==> src/rtl/fetch_pkg.sv <==
// Shared types and constants for the instruction-fetch path.
package fetch_pkg;

    localparam int INSTR_W = 32;

    typedef struct packed {
        logic [31:0]        pc;
        logic [INSTR_W-1:0] instr;
    } fetch_entry_t;

    localparam logic [31:0] INSTR_NOP = 32'h0000_0013;
    localparam logic [31:0] PC_STEP   = 32'd4;

endpackage

==> src/rtl/fetch_fifo.sv <==
// Prefetch FIFO of {pc, instr} entries; flush clears it in one edge.
// Latency: a push is visible at the head on the following cycle (no bypass).
// Backpressure: push is accepted when not full, or when full with a same-cycle pop.
module fetch_fifo
    import fetch_pkg::*;
#(
    parameter int DEPTH = 4
) (
    input  logic                       clk,
    input  logic                       rst_n,
    input  logic                       flush,
    input  logic                       push,
    input  fetch_entry_t               push_data,
    input  logic                       pop,
    output fetch_entry_t               head,
    output logic [$clog2(DEPTH+1)-1:0] count
);

    localparam int PW = (DEPTH > 1) ? $clog2(DEPTH) : 1;
    localparam int CW = $clog2(DEPTH + 1);

    fetch_entry_t   mem [DEPTH];
    logic [PW-1:0]  wr_ptr;
    logic [PW-1:0]  rd_ptr;
    logic [CW-1:0]  cnt;
    logic           pop_ok;
    logic           push_ok;

    // Pop on empty is never requested by the top, but is ignored defensively.
    assign pop_ok  = pop && (cnt != '0);
    assign push_ok = push && ((cnt < CW'(DEPTH)) || pop_ok);

    always_ff @(posedge clk or negedge rst_n) begin
        if (!rst_n) begin
            wr_ptr <= '0;
            rd_ptr <= '0;
            cnt    <= '0;
        end else if (flush) begin
            wr_ptr <= '0;
            rd_ptr <= '0;
            cnt    <= '0;
        end else begin
            if (push_ok) begin
                wr_ptr <= wr_ptr + PW'(1);
            end
            if (pop_ok) begin
                rd_ptr <= rd_ptr + PW'(1);
            end
            cnt <= cnt + CW'(push_ok) - CW'(pop_ok);
        end
    end

    always_ff @(posedge clk or negedge rst_n) begin
        if (!rst_n) begin
            for (int i = 0; i < DEPTH; i++) begin
                mem[i] <= '0;
            end
        end else if (push_ok && !flush) begin
            mem[wr_ptr] <= push_data;
        end
    end

    assign head  = mem[rd_ptr];
    assign count = cnt;

endmodule

==> src/rtl/fetch_unit.sv <==
// Instruction fetch: owns the PC, reads imem combinationally, queues {pc, instr}.
// Latency: pushed entry reaches decode one cycle later; redirect restarts in two.
// Backpressure: decode stalls via out_ready; fetch stalls when the FIFO is full.
module fetch_unit
    import fetch_pkg::*;
#(
    parameter int          DEPTH      = 4,
    parameter logic [31:0] RESET_PC   = 32'h0000_0000,
    parameter int          DATA_WIDTH = 32
) (
    input  logic                       clk,
    input  logic                       rst_n,
    input  logic                       fetch_en,
    output logic [31:0]                imem_addr,
    input  logic [DATA_WIDTH-1:0]      imem_rd,
    input  logic                       redirect,
    input  logic [31:0]                redirect_pc,
    output logic                       out_valid,
    input  logic                       out_ready,
    output logic [DATA_WIDTH-1:0]      out_instr,
    output logic [31:0]                out_pc,
    output logic [$clog2(DEPTH+1)-1:0] fifo_count
);

    localparam int CW = $clog2(DEPTH + 1);

    logic [31:0]   fetch_pc;
    logic          pop;
    logic          push;
    fetch_entry_t  push_data;
    fetch_entry_t  head;
    logic [CW-1:0] count;

    assign imem_addr = fetch_pc;
    assign out_valid = (count != '0);
    assign pop       = out_valid && out_ready;

    // A full FIFO still accepts a push when the head leaves in the same cycle.
    assign push = fetch_en && !redirect && ((count < CW'(DEPTH)) || pop);

    assign push_data.pc    = fetch_pc;
    assign push_data.instr = imem_rd;

    always_ff @(posedge clk or negedge rst_n) begin
        if (!rst_n) begin
            fetch_pc <= RESET_PC;
        end else if (redirect) begin
            fetch_pc <= {redirect_pc[31:2], 2'b00};
        end else if (push) begin
            fetch_pc <= fetch_pc + PC_STEP;
        end
    end

    // A same-cycle pop still completes on redirect; the flush just discards the rest.
    fetch_fifo #(
        .DEPTH (DEPTH)
    ) u_fifo (
        .clk       (clk),
        .rst_n     (rst_n),
        .flush     (redirect),
        .push      (push),
        .push_data (push_data),
        .pop       (pop),
        .head      (head),
        .count     (count)
    );

    assign out_instr  = out_valid ? head.instr : '0;
    assign out_pc     = out_valid ? head.pc    : '0;
    assign fifo_count = count;

endmodule
==> config.mk <==
export PLATFORM = sky130hd
export DESIGN_NAME = fetch_unit
export DESIGN_NICKNAME = d
export VERILOG_FILES = /design/src/rtl/fetch_pkg.sv /design/src/rtl/fetch_fifo.sv /design/src/rtl/fetch_unit.sv
export SDC_FILE = /design/constraint.sdc
export NUM_CORES = 1
export LEC_CHECK = 0
export ABC_CLOCK_PERIOD_IN_PS = 7400
export CELL_PAD_IN_SITES_DETAIL_PLACEMENT = 0
export CELL_PAD_IN_SITES_GLOBAL_PLACEMENT = 1
export CORE_MARGIN = 4
export CORE_UTILIZATION = 60
export CTS_BUF_LIST = sky130_fd_sc_hd__clkbuf_2 sky130_fd_sc_hd__clkbuf_4 sky130_fd_sc_hd__clkbuf_8
export DETAILED_ROUTE_END_ITERATION = 6
export DONT_BUFFER_PORTS = 1
export PLACE_DENSITY_LB_ADDON = 0.12
export SYNTH_ARGS = -nofsm -noshare
export SYNTH_HDL_FRONTEND = slang
export SYNTH_HIERARCHICAL = 1
export SYNTH_SLANG_ARGS = --single-unit
==> constraint.sdc <==
create_clock -name clk -period 7.4 [get_ports clk]
set_input_delay 1.48 -clock clk [delete_from_list [all_inputs] [get_ports clk]]
set_output_delay 1.48 -clock clk [all_outputs]
set_load 0.005 [all_outputs]
==> qor.yml <==
synth_edf_count: 0
routedWlPerCell_um: 23.1
antenna_found_initial: 1
start_util_pct: 61.7
ys_seq_elements: 293
synth_area_leader_cell: "dfrtp_1"
drtIter0Drc: 433
clock_sink_count: 293
path_clk_slew_ns: 0.07
ys_warn_count: 6
drc: 0
place_area_mm2: 0.0141
rows: 55
slew_violations: 0
place_inst: 1205
grt_overflow_total: 0
yosysMostFrequentCell: "dfrtp_1"
fin_total_pwr_mw: 5.04
synth_area_per_cell_um2: 15.1
fin_hold_ws_ns: 0.500
ys_seq_area_share_pct: 52.0
p_comb_share_pct: 24.3
layout.nets: 1020
gp_congestion: 0.787
synth_area_mm2: 0.0141
synth_cell_type_count: 39
layoutNonFillerInstCount: 1294
drt-pass1-iter-count: 4
tns_ns: 0
peakVddDrop_v: 0.000336
hold_viol: 0
grt_setup_unrepaired: "no"
antenna_cells: 0
worstMarginPinSlew_ns: 1.08
final_util_pct: 66.7
fmax_mhz: 223
ys_top_cells_by_count: "dfrtp_1, mux2_2, mux2_4"
num_io_pins: 169
ant_nets: 0
maxCapViolCount: 0
yosysTopAreaCellShare_pct: 52.0
swShare_pct: 27.4
routed-via-count: 7784
pre_cts_slack_ns: 3.19
grt_pass1_wl_um: 48300
status: "finished clean"
die_w_um: 161
postCtsSetupBuffers: 0
vias_per_cell: 6.02
setup_ws_ns: 2.92
crit_type: "flip-flop to primary output"
cts_max_level: 2
finalClockSkew_ns: 0.0269
cts_buffers: 49
die_height_um: 161
synth_area_leaders: "dfrtp_1, mux2_2, mux4_2"
p_clk_share_pct: 30.6
crit_path_max_fanout: 36
synthToLayoutAreaGrowth_pct: 8.10
cts_hold_buf: 0
finalSetupViolCount: 0
p_seq_share_pct: 45.1
grt_pass1_vias: 8835
final.period_utilization_pct: 60.5
p_leak_nw: 7.12
end_kind: "primary output"
insertion_delay_ns: 0.56
drt-total-wl_um: 29800
powerDensity_mw_per_mm2: 331
cts-root-buf: "clkbuf_8"
port_buffers: 0
critPathArrivalTime_ns: 3.00
cts_resized: 0
synthCells: 936
die-area_mm2: 0.0260
dp_hpwl_um: 18100
fin_area_mm2: 0.0152
grt_usage_pct: 23.3
synth-main-ff-cell: "dfrtp_1"
cts_tree: "built"
hp-class: "flip-flop to flip-flop"
start_kind: "flip-flop"
grt_max_degree: 294
p_int_mw: 3.66
drive_gt1_share_pct: 43.5
cts.path.max_buffers: 3
fin_crit_ns: 4.48
p_sw_mw: 1.38
async_flop_share_pct: 100
crit_required_ns: 5.92
coreArea_mm2: 0.0228
slew_headroom_pct: 27.7
-- layout by cell type, fill, tap and decap left out, types with 7 or more instances in the layout --
cell type and count:
and2_1 66, clkbuf_4 12, clkbuf_8 71, conb_1 10
dfrtp_1 291, ha_1 7, inv_1 11, mux2_2 167
mux2_4 91, mux4_2 64, nand2_1 38, nand3_1 13
nor2_1 12, nor4_1 13, o21ai_0 30, xnor2_1 26
-- sequential cells by signal, indices dropped and copies added (netlist names) --
register and count:
u_fifo/wr_ptr 2, imem_addr 30, u_fifo/mem 256, u_fifo/rd_ptr 2, u_fifo/count 3
-- cell families (layout without fill, tap and decap cells) --
kind of cell	after synthesis	count (layout)	share of synthesized area, %
other	1	10	0.0266
XOR/XNOR	31	31	1.93
multiplexers	323	323	33.3
adder cells (fa/ha/maj)	8	8	0.763
AO/OA/AOI/OAI	35	35	1.30
AND/OR/NAND/NOR	175	175	7.20
buffers and inverters	70	106	3.44
flip-flops	293	293	52.0
-- critical path, cell delays in order (launching register included) --
cell and delay (ns):
dfrtp_4 0.85, buf_4 0.74, mux4_2 0.61, and2_1 0.17
-- path summary, 6_finish.rpt --
| check | slack, ns | startpoint | endpoint | depth (start not counted) |
|---|---|---|---|---|
| max | 2.92 | u_fifo/rd_ptr[0] | out_instr[4] | 3 |
| min | 0.50 | u_fifo/mem[127] | u_fifo/mem[127] | 1 |
| max reg2reg | 3.51 | u_fifo/count[2] | u_fifo/mem[210] | 7 |
| min reg2reg | 0.50 | u_fifo/mem[127] | u_fifo/mem[127] | 1 |
| max in group asynchronous | 6.04 | rst_n | u_fifo/mem[92] | 0 |
| min in group asynchronous | 0.64 | rst_n | u_fifo/mem[146] | 0 |
-- layout make-up --
class	instances	area, um^2
sequential	293	7340
multi-input combinational	582	6310
tap	313	392
fill	1613	7610
inverter	11	41.3
clock buffer	83	1070
timing repair buffer	6	45.0
clock inverter	6	38.8
-- power groups by stage --
stage | sequential (mW) | combinational, mW | clock [mW]
after floorplan | 2.17 | 1.07 | 0
after global placement | 2.25 | 1.20 | 0
after detailed placement | 2.30 | 1.25 | 0
after CTS | 2.28 | 1.25 | 1.58
after global routing | 2.32 | 1.33 | 1.65
final | 2.27 | 1.22 | 1.54
-- layer usage --
layer | wire, um | track usage, % | vias to the layer above | part of all wire [%]
li1 | - | - | 3402 | -
met1 | 12100 | 29.7 | 4116 | 41
met2 | 15000 | 39.4 | 217 | 50
met3 | 2210 | 6.99 | 47 | 7.4
met4 | 549 | 6.36 | 2 | 1.8
met5 | 13 | 0 | - | 0.044
Note: power is estimated with default switching activity, not from simulation.
